--- src/rtl/rr_select_arbiter_2b.sv ---
// rr_select_arbiter_2b
//   Four-way round-robin arbiter. It produces a registered 2-bit grant index
//   and a grant-valid qualifier that feed a downstream 2-to-4 decoder.
//   A grant is held until one of these events occurs: the holder signals done,
//   the holder drops its request, or the hold limit expires. Every grant is
//   followed by a one-cycle release gap (break-before-make).
//
// Ports
//   clk               system clock, rising edge
//   rst_n             asynchronous active-low reset
//   i_req[3:0]        request vector, bit i = requester i
//   i_done            grant holder finished; only looked at while granted
//   o_gnt_idx[1:0]    registered grant index (decoder select)
//   o_gnt_valid       registered, high while o_gnt_idx is a live grant
//   o_timeout_pulse   registered one-cycle pulse on a forced release
//   o_busy            registered, high in GRANT and RELEASE
module rr_select_arbiter_2b #(
  parameter int unsigned HOLD_MAX = 16,
  parameter int unsigned CNT_W    = 5
) (
  input  logic       clk,
  input  logic       rst_n,
  input  logic [3:0] i_req,
  input  logic       i_done,
  output logic [1:0] o_gnt_idx,
  output logic       o_gnt_valid,
  output logic       o_timeout_pulse,
  output logic       o_busy
);

  typedef enum logic [1:0] {StIdle, StGrant, StRelease} state_e;

  // Last hold_cnt value a grant may reach before it is forced off.
  localparam logic [CNT_W-1:0] HoldLast = CNT_W'(HOLD_MAX - 1);

  state_e           r_state;
  logic [1:0]       r_gnt_idx;
  logic [1:0]       r_last_ptr;
  logic             r_gnt_valid;
  logic             r_timeout_pulse;
  logic             r_busy;
  logic [CNT_W-1:0] r_hold_cnt;

  logic [1:0]       w_winner;
  logic [1:0]       w_cand;
  logic             w_found;
  logic             w_any_req;

  assign w_any_req = |i_req;

  // Search starts one past the last winner and wraps mod 4. At k=4 the
  // search reaches the last winner itself.
  always_comb begin
    w_winner = r_last_ptr;
    w_found  = 1'b0;
    w_cand   = '0;
    for (int k = 1; k <= 4; k++) begin
      w_cand = r_last_ptr + 2'(k);
      if (!w_found && i_req[w_cand]) begin
        w_winner = w_cand;
        w_found  = 1'b1;
      end
    end
  end

  always_ff @(posedge clk or negedge rst_n) begin
    if (!rst_n) begin
      r_state         <= StIdle;
      r_gnt_idx       <= 2'b00;
      r_last_ptr      <= 2'b11;
      r_gnt_valid     <= 1'b0;
      r_timeout_pulse <= 1'b0;
      r_busy          <= 1'b0;
      r_hold_cnt      <= '0;
    end else begin
      r_timeout_pulse <= 1'b0;
      unique case (r_state)
        StIdle, StRelease: begin
          if (w_any_req) begin
            r_state     <= StGrant;
            r_gnt_idx   <= w_winner;
            r_last_ptr  <= w_winner;
            r_gnt_valid <= 1'b1;
            r_busy      <= 1'b1;
            r_hold_cnt  <= '0;
          end else begin
            r_state     <= StIdle;
            r_gnt_valid <= 1'b0;
            r_busy      <= 1'b0;
          end
        end
        StGrant: begin
          // done beats a request drop, which beats the timeout.
          if (i_done || !i_req[r_gnt_idx]) begin
            r_state     <= StRelease;
            r_gnt_valid <= 1'b0;
          end else if (r_hold_cnt == HoldLast) begin
            r_state         <= StRelease;
            r_gnt_valid     <= 1'b0;
            r_timeout_pulse <= 1'b1;
          end else begin
            r_hold_cnt <= r_hold_cnt + CNT_W'(1);
          end
        end
        default: begin
          r_state     <= StIdle;
          r_gnt_valid <= 1'b0;
          r_busy      <= 1'b0;
        end
      endcase
    end
  end

  assign o_gnt_idx       = r_gnt_idx;
  assign o_gnt_valid     = r_gnt_valid;
  assign o_timeout_pulse = r_timeout_pulse;
  assign o_busy          = r_busy;

endmodule

--- config.mk ---
export PLATFORM = sky130hd
export DESIGN_NAME = rr_select_arbiter_2b
export DESIGN_NICKNAME = d
export VERILOG_FILES = /design/src/rtl/rr_select_arbiter_2b.sv
export SDC_FILE = /design/constraint.sdc
export NUM_CORES = 1
export LEC_CHECK = 0
export ABC_AREA = 1
export BUFFER_PORTS_ARGS = -buffer_cell sky130_fd_sc_hd__buf_2
export CAP_MARGIN = 10
export CORE_UTILIZATION = 45
export CTS_BUF_LIST = sky130_fd_sc_hd__clkbuf_16
export DETAILED_ROUTE_END_ITERATION = 8
export PLACE_DENSITY = 0.75
export SLEW_MARGIN = 20
export SYNTH_ARGS = -nofsm -noshare
export SYNTH_HDL_FRONTEND = slang
export SYNTH_SLANG_ARGS = --single-unit
--- constraint.sdc ---
create_clock -name clk -period 1.5 [get_ports clk]
set_input_delay 0.3 -clock clk [delete_from_list [all_inputs] [get_ports clk]]
set_output_delay 0.3 -clock clk [all_outputs]
set_load 0.02 [all_outputs]
# Word level (Yosys, flattened, before mapping)
# Index checks and enable logic that the tools add are counted.
[op_classes]
mul = 0
eq_ne = 7
addsub = 4
div_mod_pow = 0
shifts = 0
magnitude_cmp = 5
bitwise = 0
reduce_logical = 14
mux = 33
[op_table]
columns = ["cell", "n"]
rows = [
  ["$lt A2 B3 Y1 const B", 5],
  ["$mux W1", 15],
  ["$mux W5", 3],
  ["$mux W2", 6],
  ["$bmux W1 S2", 5],
  ["$pmux W5 S2", 1],
  ["$ne A2 B2 Y1 const B", 3],
  ["$add A5 B1 Y5 const B", 1],
  ["$eq A5 B4 Y1 const B", 1],
  ["$add A2 B2 Y2 const B", 2],
  ["$logic_not A1 Y1", 4],
  ["$pmux W1 S2", 2],
  ["$pmux W2 S2", 1],
  ["$reduce_and A4 Y1", 1],
  ["$reduce_or A4 Y1", 1],
  ["$logic_and A1 B1 Y1", 3],
  ["$ne A3 B3 Y1 const B", 1],
  ["$add A2 B1 Y2 const B", 1],
  ["$eq A2 B1 Y1 const B", 1],
  ["$eq A2 B2 Y1 const B", 1],
  ["$logic_not A2 Y1", 1],
  ["$reduce_and A2 Y1", 1],
  ["$reduce_bool A2 Y1", 1],
  ["$reduce_or A2 Y1", 1],
  ["$logic_or A1 B1 Y1", 1],
]
[word_totals]
romBits = 0
latch_bits = 0
elab_cells = 70
n_memories = 0
in_bits = 7
out_inout_bits = 5
mem_bits_rw = 0
reg_bits = 14

# Logic depth before layout (Yosys ltp)
# Gate-level depths: netlist (run 1).
[depth]
ltp_word = 13
mapped_depth = 12
depth_no_buf = 11

# Least setup slack after synthesis (run 1)
# Ideal clock, no wire load.
[synth_path]
kind = "register to register"
start = "register r_hold_cnt[0]"
end = "register r_hold_cnt[3]"
stages_incl_launch_ff = 9
setup_ps = 126
slack_ps = 91
required_ps = 1374
arrival_time_ps = 1283
n_path_buf = 0
synth_period_minus_slack_ps = 1409
cell_sequence = "dfrtp_1 -> ha_1 -> nand2_1 -> nor2_1 -> ha_1 -> inv_1 -> nand4_2 -> nand2_2 -> o21ai_0"
[synth_via]
elab_chain_cells = 4
elab_cells_between_ends = 7
classes_between = "add/sub: 1; eq/ne: 2; mux: 3; reduce/logical: 1"
[synth_rtl]
columns = ["element", "line_no", "source"]
rows = [
  ["start: declaration", "42", "logic [CNT_W-1:0] r_hold_cnt;"],
  ["start signal: assignment", "102", "r_hold_cnt <= r_hold_cnt + CNT_W'(1);"],
  ["$add A5 B1 Y5", "102", ""],
  ["$mux W5", "97", "end else if (r_hold_cnt == HoldLast) begin"],
  ["$mux W5", "94", "if (i_done || !i_req[r_gnt_idx]) begin"],
  ["$pmux W5 S2", "77", "unique case (r_state)"],
]
# Parallel ways exist; a longest one is shown, timed or not. The select of a mux whose other input is x is not followed.
# A chain may end at the register's enable or synchronous reset.

# Worst setup path after layout (run 1)
[layout_path]
start = "register r_last_ptr[0]"
end = "register r_gnt_idx[0], in the netlist o_gnt_idx[0]"
[layout_via]
elab_chain_cells = 13
elab_cells_between_ends = 24
classes_between = "add/sub: 3; mux: 15; reduce/logical: 6"
[layout_rtl]
columns = ["element", "line_no", "source"]
rows = [
  ["start: declaration", "38", "logic [1:0] r_last_ptr;"],
  ["start signal: assignment", "82", "r_last_ptr <= w_winner;"],
  ["$add A2 B1 Y2", "58", "w_cand = r_last_ptr + 2'(k);"],
  ["$bmux W1 S2", "59", "if (!w_found && i_req[w_cand]) begin"],
  ["$mux W1 (not written as such)", "59", ""],
  ["$mux W1", "59", ""],
  ["$logic_not A1 Y1", "59", ""],
  ["$logic_and A1 B1 Y1", "59", ""],
  ["$mux W1", "59", ""],
  ["$logic_not A1 Y1", "59", ""],
  ["$logic_and A1 B1 Y1", "59", ""],
  ["$mux W1", "59", ""],
  ["$logic_not A1 Y1", "59", ""],
  ["$logic_and A1 B1 Y1", "59", ""],
  ["$mux W2 *", "59", ""],
  ["end signal: assignment", "81", "r_gnt_idx <= w_winner;"],
  ["end: declaration", "37", "logic [1:0] r_gnt_idx;"],
]
# Every way passes the cells marked *; elsewhere a longest branch is shown, timed or not. The select of a mux whose other input is x is not followed.

==> results of run 1 <==
-- kinds of logic after synthesis --
kind of cell | Yosys count | synth area share (%)
AND/OR/NAND/NOR | 76 | 41.24
buffers and inverters | 15 | 8.249
flip-flops | 14 | 40.81
AO/OA/AOI/OAI | 9 | 5.788
adder cells (fa/ha/maj) | 2 | 2.894
XOR/XNOR | 1 | 1.013
-- stage by stage --
| stage | setup WS (ns) | TNS (ns) | instances |
|---|---|---|---|
| floorplan | 0.09125 | 0 | 117 |
| global placement | 0.005265 | 0 | 153 |
| detailed placement | -0.04779 | -0.1361 | 153 |
| CTS | 0.00001632 | 0 | 159 |
| global route | -0.07796 | -0.2334 | 165 |
| finish | -0.007243 | -0.007243 | 165 |
-- flip-flops by register name, indices dropped and copies added (netlist names) --
name / count
o_gnt_idx: 2
o_gnt_valid: 1
r_state: 2
r_hold_cnt: 5
o_busy: 1
r_last_ptr: 2
o_timeout_pulse: 1
-- report_power, final --
| part | switching [mW] | leakage [nW] | total, mW | internal [mW] |
|---|---|---|---|---|
| logic | 1.04 | 0.410 | 1.70 | 0.661 |
| clock network | 0.145 | 0.0370 | 0.493 | 0.348 |
| registers | 0.105 | 0.176 | 0.639 | 0.534 |
| total | 1.29 | 0.622 | 2.83 | 1.54 |
-- final cells by class --
cell class | count | area, um^2 | share of cell area (%)
clock buffers | 3 | 75.07 | 6.192
inverters | 13 | 61.31 | 5.057
multi-input cells | 88 | 541.8 | 44.69
flip-flops and latches | 14 | 352.8 | 29.10
well taps | 25 | 31.28 | 2.580
repair buffers | 22 | 150.1 | 12.38
-- cells in the final DEF (no fill, tap or decap), drive strengths merged --
| master | Yosys | final |
|---|---|---|
| dlygate4sd3 | 0 | 1 |
| inv | 13 | 13 |
| nor3 | 1 | 1 |
| nand3 | 10 | 10 |
| o22ai | 1 | 1 |
| nor3b | 1 | 1 |
| nand4 | 2 | 2 |
| buf | 1 | 21 |
| a21oi | 3 | 3 |
| nand2 | 52 | 52 |
| o21ai | 5 | 5 |
| ha | 2 | 2 |
| clkbuf | 1 | 3 |
| nor2 | 10 | 10 |
| dfrtp | 12 | 12 |
| xor2 | 1 | 1 |
| dfstp | 2 | 2 |
-- repair_timing --
action | 4_1_cts | 5_1_grt
pin swaps | 1 | 13
gates resized for setup | 2 | 29
setup endpoints to repair | 8 | 12
hold buffers | 1 | 0
hold endpoints to repair | 12 | 0
buffers inserted | 2 | 6
cloned | 0 | 0
-- Yosys cell counts (all sizes together) --
master,instances
buf,1
o22ai,1
xor2,1
o21ai,5
nand4,2
nor3,1
a21oi,3
clkbuf,1
nand3,10
dfrtp,12
inv,13
nor2,10
ha,2
nand2,52
dfstp,2
nor3b,1
-- path summary, 6_finish.rpt --
path,to,slack (ns),cells after the start
worst max register to register,o_gnt_idx[0],-0.007,12
worst min register to register,o_gnt_valid,0.46,2
max in group asynchronous,r_last_ptr[1],0.73,2
worst min-delay path,o_timeout_pulse,0.34,4
min in group asynchronous,r_hold_cnt[3],0.48,2
worst max-delay path,o_gnt_idx[0],-0.007,12
-- routing by layer --
layer / vias to the layer above / global-route usage (%) / part of all wire [%]
li1: 417 / - / -
met1: 404 / 23.88 / 48
met2: 30 / 30.00 / 46
met3: 4 / 6.349 / 5.1
met4: 0 / 5.882 / 1.4
met5: - / 0 / 0
-- worst max-delay path: cells and delay by family (launching register included) --
family | cells | cell delay (ns)
simple gates | 9 | 0.61
flops | 1 | 0.55
buf+inv | 3 | 0.24
==> flow_summary_export.csv, run 1 <==
group,metric,value,unit
sta,timing.final.hold_violations,0,
global_routing,grt.total_usage,18.78,%
sta,fin_hold_ws,0.3383,ns
sta,timing_worst_slew_pin_value,0.3103,ns
run,cap_violations,0,
clocking,cts_inserted_buffers,3,
floorplanning,dieArea,2100,um^2
critical_path,crit_path_cell_trace,"buf_12 -> inv_8 -> nand2_4 -> nand2_4 -> nand2_4 -> nand2_4 -> inv_4 -> nand3_4 -> nand2_1 -> nand2_1 -> nand3_2 -> nand2_1",
sta,worst_slack,-0.007243,ns
pwr,report.power.total,2.829,mW
place,count_of_buffers_from_port_buffering,11,
place,placed_wire_length_estimate_after_detailed_placement,1253,um
global_routing,antenna_violations_before_repair,0,
synthesis,postSynthRegisterBits,14,
pwr,max-vdd-ir-drop,1.184,mV
floorplanning,floorplan.io_pins,12,
critical_path,timing.critical_path.mode_cell,"nand2_4",
route,drc,0,
global_routing,grt_pass1_vias,700,
global_routing,grt_start_max_net_pins,15,
synthesis,avgSynthCellArea,7.390,um^2
pwr,power_density,2333,nW/um^2
route,detail-route-antenna-nets,0,
synthesis,cell_area_after_technology_mapping,864.6,um^2
place,routabilityCongestion,0.7455,
synthesis,yosysSeqAreaShare,40.81,%
critical_path,required,1.63,ns
run_status,violations_in_the_final_reports,"setup timing",
synthesis,synth_area_leader_cell,"dfrtp_1",
route,vias_per_cell,5.182,
run_status,result_of_the_run,"complete, but fails checks",
sta,slew_headroom,79.26,%
clocking,cts-root-to-sink-buffers,2,
final_layout,layout-drive-gt1-share,41.43,%
critical_path,criticalPathCategory,"reg2reg",
synthesis,synthDominantCellAreaShare,34.73,%
synthesis,mappedNetlistNets,126,
clocking,root_buffer,"clkbuf_16",
synthesis,synth.area.top_cells,"dfrtp_1 (35%), nand2_1 (17%), nand2_2 (8.7%)",
clocking,cts-htree-levels,1,
floorplanning,die_height,45.83,um
final_layout,finalNetCount,151,
clocking,tritoncts_num_sinks,14,
final_layout,fin_util,68.72,%
route,count_of_routing_violations_after_the_opening_detailed_route_iteration,29,
route,routed-via-count,855,
floorplanning,die-width,45.83,um
critical_path,critical_path_arrival,1.64,ns
global_routing,wire_length_of_the_first_global_routing_pass,2773,um
clocking,worst_setup_hold_path_clk_slew,0.05,ns
critical_path,worstSetupEndpointType,"register",
final_layout,area.growth.synth_to_final,40.23,%
synthesis,synth_cell_types,24,
worst_hold_path,holdCritPathClass,"in2reg",
synthesis,yosys_warns,0,
floorplanning,core_region_area,1764,um^2
final_layout,fillers,139,
floorplanning,row_count,15,
clocking,cts_tree,"done",
sta,final.setup_skew,0.005087,ns
sta,max_clock_freq,0.6635,GHz
worst_hold_path,hold_start,"i_done",
route,wire_per_inst,12.15,um
final_layout,layout.cell_area.non_filler,1212,um^2
place,post_dp_cell_area,950.9,um^2
sta,slew_violations,0,
critical_path,cp_slowest_stage_delay,0.55,ns
final_layout,insertedDiodeCount,0,
floorplanning,floorplan.initialDensity,49.01,%
critical_path,critPathLaunchType,"register",
critical_path,standard_cell_with_the_maximum_stage_delay_on_the_critical_path,"dfstp_2",
pwr,p_leak,0.6221,nW
global_routing,gr-total-overflow,0,
sta,finalCriticalPeriod,1.507,ns
route,detailedRoute.firstPassIterationCount,4,
synthesis,syn-instance-count,117,
critical_path,cp-startpoint,"r_last_ptr[0]",
clocking,clk-insertion-delay-late,0.24,ns
critical_path,regToRegStartpoint,"r_last_ptr[0]",
route,routed_wl,2005,um
sta,layout_worst_path_cycle_share,100.5,%
sta,setup_repair_after_global_routing_missed_its_margin,"true",
sta,setup_violating_endpoint_count_in_the_final_report,1,
critical_path,path_max_fanout,7,
No activity file was read; power rests on OpenSTA's default activity.
==> run 2: changes to the inputs <==
--- a/config.mk
+++ b/config.mk
@@ -12,6 +12,7 @@
 export CTS_BUF_LIST = sky130_fd_sc_hd__clkbuf_16
 export DETAILED_ROUTE_END_ITERATION = 8
 export PLACE_DENSITY = 0.75
+export RECOVER_POWER = 50
 export SLEW_MARGIN = 20
 export SYNTH_ARGS = -nofsm -noshare
 export SYNTH_HDL_FRONTEND = slang
==> flow_summary_export.csv, run 2 (synthesis gave the netlist of run 1 again) <==
group,metric,value,unit
run_status,result_of_the_run,"complete, but fails checks",
run_status,violations_in_the_final_reports,"setup timing",
sta,totalNegativeSetupSlack,-0.007243,ns
clocking,cts-root-to-sink-buffers,2,
clocking,cts-htree-levels,1,
critical_path,worst_r2r_endpoint,"o_gnt_idx[0]",
clocking,worst_setup_hold_path_clk_slew,0.05,ns
final_layout,mostFrequentLayoutCell,"nand2_1",
final_layout,multi_input_area,541.8,um^2
sta,setup_violating_endpoint_count_in_the_final_report,1,
pwr,p_leak,0.6193,nW
sta,slew_headroom,50.32,%
route,detailedRoute.firstPassIterationCount,4,
sta,timing_worst_slew_pin_value,0.7452,ns
floorplanning,floorplan.initialDensity,49.01,%
critical_path,critPathLaunchType,"register",
floorplanning,row_count,15,
final_layout,finish.cell_count_without_fillers,165,
place,placed_cells_incl_taps,153,
critical_path,critPathBufInv,3,
critical_path,cp_slowest_stage_delay,0.55,ns
final_layout,layout_common_cells,"nand2_1 (36), dfrtp_1 (12), buf_2 (11)",
sta,final.setup_skew,0.005089,ns
pwr,power_density,2336,nW/um^2
final_layout,area.growth.synth_to_final,40.09,%
critical_path,regToRegStartpoint,"r_last_ptr[0]",
route,wire_per_inst,12.15,um
sta,slew_violations,0,
worst_hold_path,holdCritPathClass,"in2reg",
global_routing,grt_start_max_net_pins,15,
floorplanning,core_region_area,1764,um^2
final_layout,fin_util,68.65,%
critical_path,critical_path.top_delay_family,"simple AND/OR/NAND/NOR gates",
critical_path,standard_cell_with_the_maximum_stage_delay_on_the_critical_path,"dfstp_2",
route,routed-via-count,855,
critical_path,reg2reg_slack,-0.007,ns
worst_hold_path,min_to,"o_timeout_pulse",
critical_path,path_max_fanout,7,
pwr,report.power.total,2.829,mW
clocking,cts_tree,"done",
clocking,root_buffer,"clkbuf_16",
global_routing,grt_pass1_vias,700,
critical_path,worstSetupEndpointType,"register",
final_layout,layout-drive-gt1-share,40.71,%
global_routing,antenna_violations_before_repair,0,
final_layout,largest_register_ff_count,5,
route,routed_wl,2005,um
final_layout,layout.cell_area.non_filler,1211,um^2
worst_hold_path,min_path_cells,4,
final_layout,area.sequential,352.8,um^2
worst_hold_path,hold_start,"i_done",
critical_path,timing.critical_path.mode_cell,"nand2_4",
sta,layout_worst_path_cycle_share,100.5,%
final_layout,finalNetCount,151,
place,post_dp_cell_area,950.9,um^2
place,placed_wire_length_estimate_after_detailed_placement,1253,um
place,dp_slack,-0.04779,ns
critical_path,critical_path_arrival,1.64,ns
pwr,max-vdd-ir-drop,1.184,mV
place,routabilityCongestion,0.7455,
run,cap_violations,0,
floorplanning,die-width,45.83,um
critical_path,required,1.63,ns
floorplanning,die_height,45.83,um
global_routing,gr-total-overflow,0,
route,drc,0,
clocking,tritoncts_num_sinks,14,
critical_path,crit_path_cell_trace,"buf_12 -> inv_8 -> nand2_4 -> nand2_4 -> nand2_4 -> nand2_4 -> inv_4 -> nand3_4 -> nand2_1 -> nand2_1 -> nand3_2 -> nand2_1",
final_layout,insertedDiodeCount,0,
clocking,clk-insertion-delay-late,0.24,ns
final_layout,fillers,138,
final_layout,max_flop_register,"r_hold_cnt",
route,count_of_routing_violations_after_the_opening_detailed_route_iteration,29,
critical_path,criticalPathCategory,"reg2reg",
sta,max_clock_freq,0.6635,GHz
floorplanning,floorplan.io_pins,12,
sta,worst_slack,-0.007243,ns
place,count_of_buffers_from_port_buffering,11,
sta,setup_repair_after_global_routing_missed_its_margin,"true",
sta,finalCriticalPeriod,1.507,ns
global_routing,grt.total_usage,18.78,%
floorplanning,dieArea,2100,um^2
sta,timing.final.hold_violations,0,
clocking,cts_inserted_buffers,3,
route,detail-route-antenna-nets,0,
sta,fin_hold_ws,0.3383,ns
critical_path,r2r_cells,12,
global_routing,wire_length_of_the_first_global_routing_pass,2773,um
route,vias_per_cell,5.182,
==> run 2: cell types whose count changed in the layout (fill, tap and decap cells not counted), sizes merged <==
cell and change:
clkbuf +1, buf -1
==> run 2: worst max path at each step <==
stage,depth (start not counted),to,startpoint,slack (ns)
final,12,o_gnt_idx[0],r_last_ptr[0],-0.007
after global routing,12,o_gnt_idx[1],r_last_ptr[0],-0.08
after CTS,8,r_hold_cnt[3],r_hold_cnt[1],0.00002
after detailed placement,8,r_hold_cnt[3],r_hold_cnt[1],-0.05
after global placement,8,r_hold_cnt[4],r_hold_cnt[1],0.005
after floorplan,8,r_hold_cnt[3],r_hold_cnt[0],0.09
==> run 2: worst register-to-register path: stages, from the launching register on <==
cell and delay (ns):
dfstp_2 0.55, buf_12 0.12, inv_8 0.05, nand2_4 0.06, nand2_4 0.07, nand2_4 0.07, nand2_4 0.06, inv_4 0.07
nand3_4 0.07, nand2_1 0.08, nand2_1 0.07, nand3_2 0.07, nand2_1 0.06
==> run 2: repair_timing <==
item,in CTS,in global routing
setup buffers,2,6
pin swaps,1,13
gates resized for setup,2,29
hold endpoints to repair,12,0
endpoints found under the setup margin,8,12
hold buffers,1,0
==> run 2: power by group <==
group / total, mW / switching (mW) / internal (mW) / leakage [nW]
Clock: 0.493 / 0.145 / 0.348 / 0.0370
Sequential: 0.639 / 0.105 / 0.534 / 0.176
Combinational: 1.70 / 1.04 / 0.660 / 0.407
Total: 2.83 / 1.29 / 1.54 / 0.619
==> run 2: metal layers <==
| layer | GRT usage (%) | routed length (um) | vias to the layer above | share of wire, % |
|---|---|---|---|---|
| met5 | 0 | 0 | - | 0 |
| met4 | 5.882 | 29 | 0 | 1.4 |
| met3 | 6.349 | 102 | 4 | 5.1 |
| met2 | 30.00 | 915 | 30 | 46 |
| met1 | 23.88 | 957 | 404 | 48 |
| li1 | - | - | 417 | - |
==> run 2: final cells by class <==
| type | instances | share of cell area, % |
|---|---|---|
| multi-input combinational | 88 | 44.73 |
| sequential | 14 | 29.13 |
| timing repair buffer | 22 | 12.29 |
| clock buffer | 3 | 6.198 |
| inverter | 13 | 5.062 |
| tap | 25 | 2.583 |
==> run 3: changes to the inputs <==
--- a/config.mk
+++ b/config.mk
@@ -11,7 +11,7 @@
 export CORE_UTILIZATION = 45
 export CTS_BUF_LIST = sky130_fd_sc_hd__clkbuf_16
 export DETAILED_ROUTE_END_ITERATION = 8
-export PLACE_DENSITY = 0.75
+export PLACE_DENSITY = 0.73
 export RECOVER_POWER = 50
 export SLEW_MARGIN = 20
 export SYNTH_ARGS = -nofsm -noshare
==> constraint.sdc (replaced) <==
create_clock -name clk -period 1.85 [get_ports clk]
set_input_delay 0.37 -clock clk [delete_from_list [all_inputs] [get_ports clk]]
set_output_delay 0.37 -clock clk [all_outputs]
set_load 0.02 [all_outputs]
==> flow_summary_export.csv, run 3 (synthesis gave the netlist of run 1 again) <==
group,metric,value,unit
run_status,result_of_the_run,"completed",
place,routabilityCongestion,0.7996,
critical_path,critPathLaunchType,"register",
floorplanning,row_count,15,
clocking,clk-insertion-delay-late,0.24,ns
clocking,postCtsResizedCells,0,
sta,timing_worst_slew_pin_value,0.7198,ns
clocking,worst_setup_hold_path_clk_slew,0.05,ns
sta,totalNegativeSetupSlack,0,ns
final_layout,layout_common_cells,"nand2_1 (40), nand2_2 (12), dfrtp_1 (12)",
place,dp_slack,0.2975,ns
place,count_of_buffers_from_port_buffering,11,
critical_path,cp-startpoint,"r_hold_cnt[0]",
final_layout,largest_register_ff_count,5,
floorplanning,floorplan.initialDensity,49.01,%
sta,final.setup_skew,0.003161,ns
pwr,max-vdd-ir-drop,0.9945,mV
sta,slew_violations,0,
final_layout,max_flop_register,"r_hold_cnt",
clocking,cts-root-to-sink-buffers,2,
sta,max_clock_freq,0.6340,GHz
sta,worst_slack,0.2728,ns
final_layout,finalNetCount,140,
floorplanning,core_region_area,1764,um^2
sta,setup_repair_after_global_routing_missed_its_margin,"false",
route,detailedRoute.firstPassIterationCount,4,
route,wire_per_inst,10.37,um
critical_path,crit_path_cell_trace,"ha_1 -> nand2_1 -> nor2_1 -> ha_1 -> inv_1 -> nand4_2 -> nand2_2 -> o21ai_0",
pwr,p_leak,0.5192,nW
clocking,cts_tree,"done",
route,routed_wl,1607,um
clocking,postCtsSetupBuffers,0,
critical_path,path_max_fanout,7,
route,drc,0,
place,post_dp_cell_area,935.9,um^2
sta,slew_headroom,52.02,%
floorplanning,die-width,45.83,um
final_layout,area.growth.synth_to_final,16.93,%
sta,fin_hold_ws,0.1608,ns
sta,finalCriticalPeriod,1.577,ns
route,vias_per_cell,4.845,
critical_path,standard_cell_with_the_maximum_stage_delay_on_the_critical_path,"dfrtp_1",
critical_path,required,1.97,ns
sta,timing.final.hold_violations,0,
pwr,power_density,1809,nW/um^2
floorplanning,floorplan.io_pins,12,
clocking,root_buffer,"clkbuf_16",
critical_path,regToRegStartpoint,"r_hold_cnt[0]",
route,routed-via-count,751,
critical_path,criticalPathCategory,"reg2reg",
clocking,tritoncts_num_sinks,14,
final_layout,insertedDiodeCount,0,
global_routing,grt_start_max_net_pins,15,
clocking,holdBufCountCts,0,
global_routing,grt.total_usage,18.08,%
sta,setup_violating_endpoint_count_in_the_final_report,0,
global_routing,wire_length_of_the_first_global_routing_pass,2628,um
final_layout,layout-drive-gt1-share,23.85,%
floorplanning,die_height,45.83,um
final_layout,layout.cell_area.non_filler,1011,um^2
global_routing,antenna_violations_before_repair,0,
critical_path,cp_slowest_stage_delay,0.41,ns
sta,layout_worst_path_cycle_share,85.26,%
route,detail-route-antenna-nets,0,
critical_path,worstSetupEndpointType,"register",
critical_path,critical_path.top_delay_family,"simple AND/OR/NAND/NOR gates",
critical_path,timing.critical_path.mode_cell,"ha_1",
worst_hold_path,holdCritPathClass,"in2async",
place,placed_wire_length_estimate_after_detailed_placement,1231,um
global_routing,grt_pass1_vias,646,
clocking,cts-htree-levels,1,
route,count_of_routing_violations_after_the_opening_detailed_route_iteration,10,
run,cap_violations,0,
floorplanning,dieArea,2100,um^2
critical_path,critPathBufInv,1,
clocking,cts_inserted_buffers,3,
final_layout,mostFrequentLayoutCell,"nand2_1",
critical_path,critical_path_arrival,1.70,ns
global_routing,gr-total-overflow,0,
==> run 3: cell types whose count changed in the layout (fill, tap and decap cells not counted), sizes merged <==
cell	before	now
buf	20	8
clkbuf	4	6
clkinv	0	1
dlygate4sd3	1	0
==> run 3: layout make-up <==
cell class,instances,area (um^2)
clock inverter,1,3.754
timing repair buffer,11,51.30
multi-input combinational,88,440.4
clock buffer,3,75.07
inverter,13,56.30
tap,25,31.28
fill,175,753.2
sequential,14,352.8
==> run 3: worst paths after layout <==
path | endpoint | slack [ns] | depth (start not counted)
setup / recovery | r_hold_cnt[3] | 0.27 | 8
hold / removal | o_gnt_idx[0] | 0.16 | 1
setup reg to reg | r_hold_cnt[3] | 0.27 | 8
hold reg to reg | o_gnt_valid | 0.48 | 2
max in group asynchronous | o_gnt_idx[1] | 1.24 | 1
min in group clk | o_timeout_pulse | 0.41 | 4
==> run 3: power by group <==
part	total [mW]	switching (mW)	internal, mW
Clock	0.403	0.118	0.285
Sequential	0.549	0.115	0.434
Combinational	0.877	0.586	0.291
==> run 3: stage by stage <==
step	cells	power (mW)	util [%]
2_1_floorplan	117	1.264	-
3_3_place_gp	151	1.402	53.05
3_5_place_dp	151	1.428	53.05
4_1_cts	155	1.838	57.52
5_1_grt	155	1.971	57.30
6_report	155	1.829	57.30
==> run 3: layer usage <==
layer	up-vias	wire length (um)	track usage (%)
met1	348	775	23.06
met5	-	0	0
met3	2	30	4.762
met2	10	788	28.29
li1	391	-	-
met4	0	12	8.824
